**src/rtl/eth_decap_mc.sv**
```systemverilog
// rtl/eth_decap_mc.sv - NetTLP-over-UDP decapsulator demuxing payload beats into per-channel TLP FIFOs
// din layout: [74] tvalid, [73] tuser, [72] tlast, [71:64] tkeep, [63:0] tdata
module eth_decap_mc #(
  parameter int unsigned NUM_CH      = 4,
  parameter logic [47:0] LOCAL_MAC   = 48'h00_11_22_33_44_55,
  parameter bit          CHK_MAC     = 1'b0,
  parameter logic [31:0] LOCAL_IP    = {8'd192, 8'd168, 8'd10, 8'd1},
  parameter logic [31:0] REMOTE_IP   = {8'd192, 8'd168, 8'd10, 8'd3},
  parameter logic [15:0] REMOTE_PORT = 16'h3776,
  parameter logic [15:0] PORT_BASE   = 16'h3776
) (
  input  logic              eth_clk,
  input  logic              eth_rst_n,
  input  logic              eth_tvalid,
  input  logic              eth_tlast,
  input  logic [7:0]        eth_tkeep,
  input  logic [63:0]       eth_tdata,
  input  logic              eth_tuser,
  output logic [NUM_CH-1:0] wr_en,
  output logic [74:0]       din,
  input  logic [NUM_CH-1:0] full,
  output logic [NUM_CH-1:0] fifo_read_req,
  output logic [31:0]       cnt_ok,
  output logic [31:0]       cnt_drop_hdr,
  output logic [31:0]       cnt_drop_full
);

  localparam int unsigned CH_W     = (NUM_CH > 1) ? $clog2(NUM_CH) : 1;
  localparam logic [15:0] NUM_CH16 = 16'(NUM_CH);

  typedef enum logic [3:0] {
    S_HDR0, S_HDR1, S_HDR2, S_HDR3, S_HDR4, S_HDR5,
    S_PAYLOAD, S_FULL_WAIT, S_DRAIN
  } state_t;

  state_t          state_q, state_d;
  logic [CH_W-1:0] ch_q, ch_d;
  logic [15:0]     daddr_hi_q, daddr_hi_d;
  logic            tlast_seen_q, tlast_seen_d;
  logic [31:0]     cnt_ok_q, cnt_ok_d;
  logic [31:0]     cnt_drop_hdr_q, cnt_drop_hdr_d;
  logic [31:0]     cnt_drop_full_q, cnt_drop_full_d;

  logic [15:0] dport;
  logic [15:0] dport_off;
  logic [63:0] swapped;
  logic        sel_full;
  logic        in_hdr;
  logic        hdr_ok;
  state_t      hdr_next;
  logic        wr;
  logic        rreq;
  logic        unused_tuser;

  // tuser carries no meaning on the receive side
  assign unused_tuser = eth_tuser;

  // Wire bytes 36/37 of the frame sit in bytes 4/5 of header beat 4
  assign dport     = {eth_tdata[39:32], eth_tdata[47:40]};
  assign dport_off = dport - PORT_BASE;
  assign sel_full  = full[ch_q];

  // Each 32-bit half is byte-reversed in place for the TLP FIFO word order
  assign swapped = {eth_tdata[39:32], eth_tdata[47:40], eth_tdata[55:48], eth_tdata[63:56],
                    eth_tdata[7:0],   eth_tdata[15:8],  eth_tdata[23:16], eth_tdata[31:24]};

  assign cnt_ok        = cnt_ok_q;
  assign cnt_drop_hdr  = cnt_drop_hdr_q;
  assign cnt_drop_full = cnt_drop_full_q;

  // Header checks on the arriving beat, frame state transitions and the zero-latency write
  always_comb begin
    state_d         = state_q;
    ch_d            = ch_q;
    daddr_hi_d      = daddr_hi_q;
    tlast_seen_d    = tlast_seen_q;
    cnt_ok_d        = cnt_ok_q;
    cnt_drop_hdr_d  = cnt_drop_hdr_q;
    cnt_drop_full_d = cnt_drop_full_q;
    in_hdr          = 1'b0;
    hdr_ok          = 1'b1;
    hdr_next        = S_HDR0;
    wr              = 1'b0;
    rreq            = 1'b0;
    din             = '0;
    case (state_q)
      S_HDR0: begin
        in_hdr   = 1'b1;
        hdr_next = S_HDR1;
        hdr_ok   = !CHK_MAC ||
                   ({eth_tdata[7:0], eth_tdata[15:8], eth_tdata[23:16],
                     eth_tdata[31:24], eth_tdata[39:32], eth_tdata[47:40]} == LOCAL_MAC);
      end
      S_HDR1: begin
        in_hdr   = 1'b1;
        hdr_next = S_HDR2;
        hdr_ok   = ({eth_tdata[39:32], eth_tdata[47:40]} == 16'h0800) &&
                   (eth_tdata[55:48] == 8'h45);
      end
      S_HDR2: begin
        in_hdr   = 1'b1;
        hdr_next = S_HDR3;
        hdr_ok   = (eth_tdata[63:56] == 8'd17);
      end
      S_HDR3: begin
        in_hdr   = 1'b1;
        hdr_next = S_HDR4;
        hdr_ok   = ({eth_tdata[23:16], eth_tdata[31:24], eth_tdata[39:32], eth_tdata[47:40]}
                    == REMOTE_IP);
        // Upper half of daddr straddles into the next beat
        if (eth_tvalid) daddr_hi_d = {eth_tdata[55:48], eth_tdata[63:56]};
      end
      S_HDR4: begin
        in_hdr   = 1'b1;
        hdr_next = S_HDR5;
        hdr_ok   = ({daddr_hi_q, eth_tdata[7:0], eth_tdata[15:8]} == LOCAL_IP) &&
                   ({eth_tdata[23:16], eth_tdata[31:24]} == REMOTE_PORT) &&
                   (dport_off < NUM_CH16);
        if (eth_tvalid) ch_d = dport_off[CH_W-1:0];
      end
      S_HDR5: begin
        in_hdr   = 1'b1;
        hdr_next = S_PAYLOAD;
      end
      S_PAYLOAD: begin
        if (eth_tvalid) begin
          if (!sel_full) begin
            wr  = 1'b1;
            din = {1'b1, 1'b0, eth_tlast, eth_tkeep, swapped};
            if (eth_tlast) begin
              rreq     = 1'b1;
              cnt_ok_d = cnt_ok_q + 32'd1;
              state_d  = S_HDR0;
            end
          end else begin
            cnt_drop_full_d = cnt_drop_full_q + 32'd1;
            tlast_seen_d    = eth_tlast;
            state_d         = S_FULL_WAIT;
          end
        end
      end
      S_FULL_WAIT: begin
        if (!sel_full) begin
          // Close the truncated TLP with an empty tlast beat
          wr           = 1'b1;
          rreq         = 1'b1;
          din          = {1'b1, 1'b0, 1'b1, 8'h00, 64'h0};
          tlast_seen_d = 1'b0;
          state_d      = (tlast_seen_q || (eth_tvalid && eth_tlast)) ? S_HDR0 : S_DRAIN;
        end else if (eth_tvalid && eth_tlast) begin
          tlast_seen_d = 1'b1;
        end
      end
      S_DRAIN: begin
        if (eth_tvalid && eth_tlast) state_d = S_HDR0;
      end
      default: state_d = S_HDR0;
    endcase
    // A failed check or a runt costs exactly one header drop per frame
    if (in_hdr && eth_tvalid) begin
      if (!hdr_ok || eth_tlast) begin
        cnt_drop_hdr_d = cnt_drop_hdr_q + 32'd1;
        state_d        = eth_tlast ? S_HDR0 : S_DRAIN;
      end else begin
        state_d = hdr_next;
      end
    end
  end

  // Steer the write and close strobes onto the latched channel only
  always_comb begin
    wr_en               = '0;
    fifo_read_req       = '0;
    wr_en[ch_q]         = wr;
    fifo_read_req[ch_q] = rreq;
  end

  // State and counter registers
  always_ff @(posedge eth_clk or negedge eth_rst_n) begin
    if (!eth_rst_n) begin
      state_q         <= S_HDR0;
      ch_q            <= '0;
      daddr_hi_q      <= '0;
      tlast_seen_q    <= 1'b0;
      cnt_ok_q        <= '0;
      cnt_drop_hdr_q  <= '0;
      cnt_drop_full_q <= '0;
    end else begin
      state_q         <= state_d;
      ch_q            <= ch_d;
      daddr_hi_q      <= daddr_hi_d;
      tlast_seen_q    <= tlast_seen_d;
      cnt_ok_q        <= cnt_ok_d;
      cnt_drop_hdr_q  <= cnt_drop_hdr_d;
      cnt_drop_full_q <= cnt_drop_full_d;
    end
  end

endmodule

```
**config.mk**
```make
export PLATFORM = sky130hd
export DESIGN_NAME = eth_decap_mc
export DESIGN_NICKNAME = d
export VERILOG_FILES = /design/src/rtl/eth_decap_mc.sv
export SDC_FILE = /design/constraint.sdc
export NUM_CORES = 1
export LEC_CHECK = 0
export BUFFER_PORTS_ARGS = -buffer_cell sky130_fd_sc_hd__buf_2
export CORE_ASPECT_RATIO = 1.1
export CORE_UTILIZATION = 40
export DETAILED_ROUTE_END_ITERATION = 8
export PLACE_DENSITY = 0.69
export REMOVE_ABC_BUFFERS = 1
export SETUP_SLACK_MARGIN = 0.05
export SLEW_MARGIN = 10
export SYNTH_ARGS = -nofsm -noshare
export SYNTH_HDL_FRONTEND = slang
export SYNTH_SLANG_ARGS = --single-unit
```
**constraint.sdc**
```tcl
create_clock -name eth_clk -period 7.3 [get_ports eth_clk]
set_clock_uncertainty 0.15 [all_clocks]
set_input_delay 0.365 -clock eth_clk [delete_from_list [all_inputs] [get_ports eth_clk]]
set_output_delay 0.365 -clock eth_clk [all_outputs]
set_load 0.1 [all_outputs]
```
=== Word level (Yosys, flattened, before mapping) ===
Cells that the tools add are included.

* $add $sub $neg: 4
* $lt $le $gt $ge: 3
* Equal/unequal tests: 22
* Mux-type cells: 33
* Bitwise operators: 3
* Reduce and logical (&&, ||, !) cells: 19

{| class="wikitable"
|+ Operators with widths
! operator !! number
|-
| 2-to-1 mux 75 bit || 3
|-
| case mux 75 bit (2 select lines) || 1
|-
| adder 32 x 1 -> 32 bit (second input constant) || 3
|-
| equality test 32 bit (second input constant) || 2
|-
| 2-to-1 mux 4 bit || 9
|-
| case mux 3 bit (6 select lines) || 1
|-
| equality test 16 x 12 -> 1 bit (second input constant) || 1
|-
| equality test 16 x 14 -> 1 bit (second input constant) || 1
|-
| equality test 4 x 3 -> 1 bit (second input constant) || 4
|-
| less-than comparator 16 x 3 -> 1 bit (second input constant) || 1
|-
| case mux 4 bit (4 select lines) || 1
|-
| subtractor 16 x 14 -> 16 bit (second input constant) || 1
|-
| 2-to-1 mux 1 bit || 12
|-
| inequality test 3 bit (second input constant) || 4
|-
| bitwise AND 4 bit || 2
|-
| equality test 4 x 2 -> 1 bit (second input constant) || 2
|-
| equality test 8 x 5 -> 1 bit (second input constant) || 1
|-
| equality test 8 x 7 -> 1 bit (second input constant) || 1
|-
| AND reduction 4 bit || 2
|-
| logical AND 1 bit || 6
|-
| case mux 1 bit (2 select lines) || 3
|-
| AND reduction 2 bit || 3
|-
| OR reduction 6 bit || 1
|-
| AND reduction 5 bit || 1
|-
| 16 further kinds || 18
|}

* Register bits after elaboration: 119
* Output and inout bits: 179
* Word-level logic and storage cells: 91

=== Depth between registers and ports, before layout ===
* Depth in word-level cells: 8
* Depth in mapped cells: 10
* Depth with buffers taken out: 8

=== Least setup slack after synthesis ===
No wires, ideal clock.

* Path type: register to output
* From: register ch_q[0]
* To: output din[55]
* Data arrival time: 3911 ps
* Setup slack: 2874 ps
* Stages on the path, launching flop included: 4
* Path buffers: 1
* Path through: dfrtp_1 > buf_4 > mux4_2 > nor4_1

* Longest elaborated chain between the ends: 5

{| class="wikitable"
|+ Ends and longest elaborated chain
! what !! RTL line !! RTL
|-
| start: declaration || 37 || <nowiki>logic [CH_W-1:0] ch_q, ch_d;</nowiki>
|-
| start signal: assignment || 190 || <nowiki>ch_q <= ch_d;</nowiki>
|-
| binary-select mux 1 bit (select 2 bit) || 61 || <nowiki>assign sel_full = full[ch_q];</nowiki>
|-
| 2-to-1 mux 1 bit (implied by the code) || 61 ||
|-
| 2-to-1 mux 75 bit || 127 || <nowiki>if (!sel_full) begin</nowiki>
|-
| 2-to-1 mux 75 bit || 126 || <nowiki>if (eth_tvalid) begin</nowiki>
|-
| case mux 75 bit (2 select lines) || 86 || <nowiki>case (state_q)</nowiki>
|-
| end: declaration || 20 || <nowiki>output logic [74:0] din,</nowiki>
|}

Every way passes these cells. The select of a mux whose other input is x is not followed.

=== Final worst setup path ===
* From: register ch_q[0]
* To: output din[1]

Same word-level chain as after synthesis.

==> summary.txt <==
Status: complete, no violations
# rows: 48
Cells after DPL: 1101
Max H-tree Level: 4
Fmax: 0.296 GHz
Fill count: 1437
Mapped Cells: 666
TritonCTS clock tree: yes
Clock share of power: 38.8%
First-pass GRT wire length: 27400 µm
Crit Path Max Fanout: 75
Total track usage: 21.4%
Die width: 124 µm
Synth unique cells: 50
CP peak stage delay: 670 ps
Fin cells: 1134
Largest net degree at the start of global routing: 76
Critical Path RT: 6780 ps
Routed wire length: 17500 µm
Total congestion overflow: 0
Clock buffer depth: 2
Register share of total power: 34.5%
GP Congestion: 0.826
Pre-antenna DRT Iters: 5
DR vias/cell: 5.19
Worst Tran Pin Value: 857 ps
CP Launch Type: flop
Commonest non-fill, non-tap cell in the layout: buf_2
Initial cell density of the core: 41.2%
Leak: 4.73 nW
WL/cell: 15.4 µm
Setup crit end kind: output pin
Sequential area share after synthesis: 45.8%
Final Setup Violations: 0
Fin crit period: 3380 ps
Buffers on Ports: 257
Synth top area cells: dfrtp_1 46%, xor2_1 7.9%, and2_1 7.1%, xnor2_1 5.0%, nand3_1 3.3%
FF+latch count, synth: 119
Num ports: 260
Critical path type: flop to output pin
Core ar.: 15800 µm²
Period utilization: 46.3%
Final nets: 1006
Initial drt markers: 275
RR Startpoint: ch_q[0]$_DFFE_PN0P_
Share of cells above drive strength 1: 34.4%
Worst hold path class: input pin to flop
VDD IR max: 0.167 mV
Yosys top cell area share: 45.8%
Worst-path clk slew: 60 ps
Clock sink count: 119
RSZ-0062 raised after global routing: no
Async S/R FF share, synth: 100%
Hold Path Origin: eth_tdata[59]
PwrDens: 275 nW/µm²
CP max stage cell: mux4_2
Worst Setup SP: ch_q[0]$_DFFE_PN0P_
Synth Warn #: 0
Die ar.: 16800 µm²
Synth Flop Type: dfrtp_1
Slew HR: 42.9%
Arr. time, crit path: 2860 ps
Leading cell types in the layout, fill and taps excluded: 256 x buf_2, 119 x dfrtp_1, 74 x and2_1
Power Internal: 0.00152 W
Remaining antenna violation count: 0
Maxcap violations: 0
Die Y: 136 µm
Final Slew Violations: 0
Mapped Area: 6500 µm²
DRC viols: 0
Post-synth EDFFs: 0
Setup tns final: 0 ps
N_diodes: 0
CTS Buf Count: 17
Area growth syn-to-layout: 32.8%
Vias in the first global route: 5499
Clk Latency, worst-skew pair: 420 ps
Post-DP HPWL: 12900 µm
Final hold violation count: 0
Synth area leader: dfrtp_1
Net Sw Frac: 36.1%
Combinational power share: 26.8%
PostCTS Resize Cnt: 0
Vias: 5890
Root Buffer: clkbuf_16
Critical-path cell list: mux4_2, nor3_4, buf_4, and2_1, buf_2
Switching pwr: 0.000856 W
Initial antenna violation count: 1
Syn_area_per_cell: 9.77 µm²
## power by group through the flow
stage               logic [W]  registers (W)  clock network (W)
detailed placement   0.000635       0.000828                  0
global placement     0.000631       0.000826                  0
CTS                  0.000637       0.000817           0.000939
floorplan            0.000297       0.000985                  0
finish               0.000635       0.000817           0.000920
global route         0.000683       0.000831           0.000970
## area by class of cell
class | count | area [µm²] | share of cell area [%]
multi-input cells | 510 | 3380 | 39.1
inverters | 11 | 41.3 | 0.478
well taps | 200 | 250 | 2.90
flip-flops and latches | 119 | 2980 | 34.5
clock buffers | 22 | 494 | 5.72
clock inverters | 10 | 165 | 1.91
repair buffers | 262 | 1330 | 15.4
## cells in the mapped netlist (all sizes together) (2+ instances only)
master	count
a311oi	2
and4	8
inv	11
nor2b	3
xor2	59
a21oi	15
o21ai	16
o22ai	3
and3	24
nor4	15
nand3	43
or3	2
nor4bb	7
nand2b	6
nand4	24
nor3	32
buf	8
ha	4
nor4b	8
o211ai	3
xnor2	37
a211oi	3
and2	75
nand2	45
nor2	41
mux2	20
clkbuf	18
and4b	3
dfrtp	119
## through the flow
step / total power, W / area, µm² / hold slack, ps / setup slack [ps] / util [%]
6_report: 0.00237 / 8640 / 56.5 / 3920 / 54.7
5_1_grt: 0.00248 / 8640 / 47.1 / 3610 / 54.7
4_1_cts: 0.00239 / 8640 / 33.8 / 3900 / 54.7
3_5_place_dp: 0.00146 / 7970 / 295 / 3950 / 50.5
3_3_place_gp: 0.00146 / 7970 / 284 / 3950 / 50.5
2_1_floorplan: 0.00128 / 6390 / -80.6 / 2870 / -
## critical path: cells and delay by family (launching register included)
family | cells | cell delay [ps]
buffers and inverters | 2 | 900
and+or+nand+nor | 2 | 420
muxes | 1 | 670
DFF | 1 | 450
## layer usage
metal,wire [µm],vias to the layer above,part of all wire [%],GRT usage [%]
met3,906,28,5.2,5.26
met2,8830,212,50,35.6
met1,7300,2805,42,26.1
met4,451,0,2.6,8.84
li1,-,2845,-,-
met5,0,-,0,0
## logic make-up (layout without fill, tap and decap cells)
family / after synthesis / after routing / share of synthesized area, %
other cells: 1 / 1 / 0.0577
simple gates: 341 / 341 / 29.8
flops: 119 / 119 / 45.8
fa+ha+maj: 4 / 4 / 0.770
mux: 21 / 21 / 3.87
xor+xnor: 96 / 96 / 12.9
compound gates: 47 / 47 / 4.39
buf+inv: 37 / 305 / 2.40
## final timing paths
check,to,slack [ps],depth (start not counted)
max,din[1],3920,5
min,daddr_hi_q[3]$_DFFE_PN0P_,60,2
max reg2reg,cnt_ok[31]$_DFFE_PN0P_,3960,8
min reg2reg,cnt_ok[31]$_DFFE_PN0P_,310,1
max in group asynchronous,cnt_drop_full[25]$_DFFE_PN0P_,5290,3
min in group asynchronous,ch_q[0]$_DFFE_PN0P_,380,2
## repair_timing
item | in CTS | in global routing
endpoints found under the hold margin | 51 | 0
setup buffers | 0 | 0
hold buffers | 1 | 0
## registers in the layout, indices dropped and copies added (netlist names)
register,cells
cnt_drop_full,32
cnt_ok,32
tlast_seen_q,1
daddr_hi_q,16
ch_q,2
cnt_drop_hdr,32
state_q,4
Power figures use the tool's default switching activity.
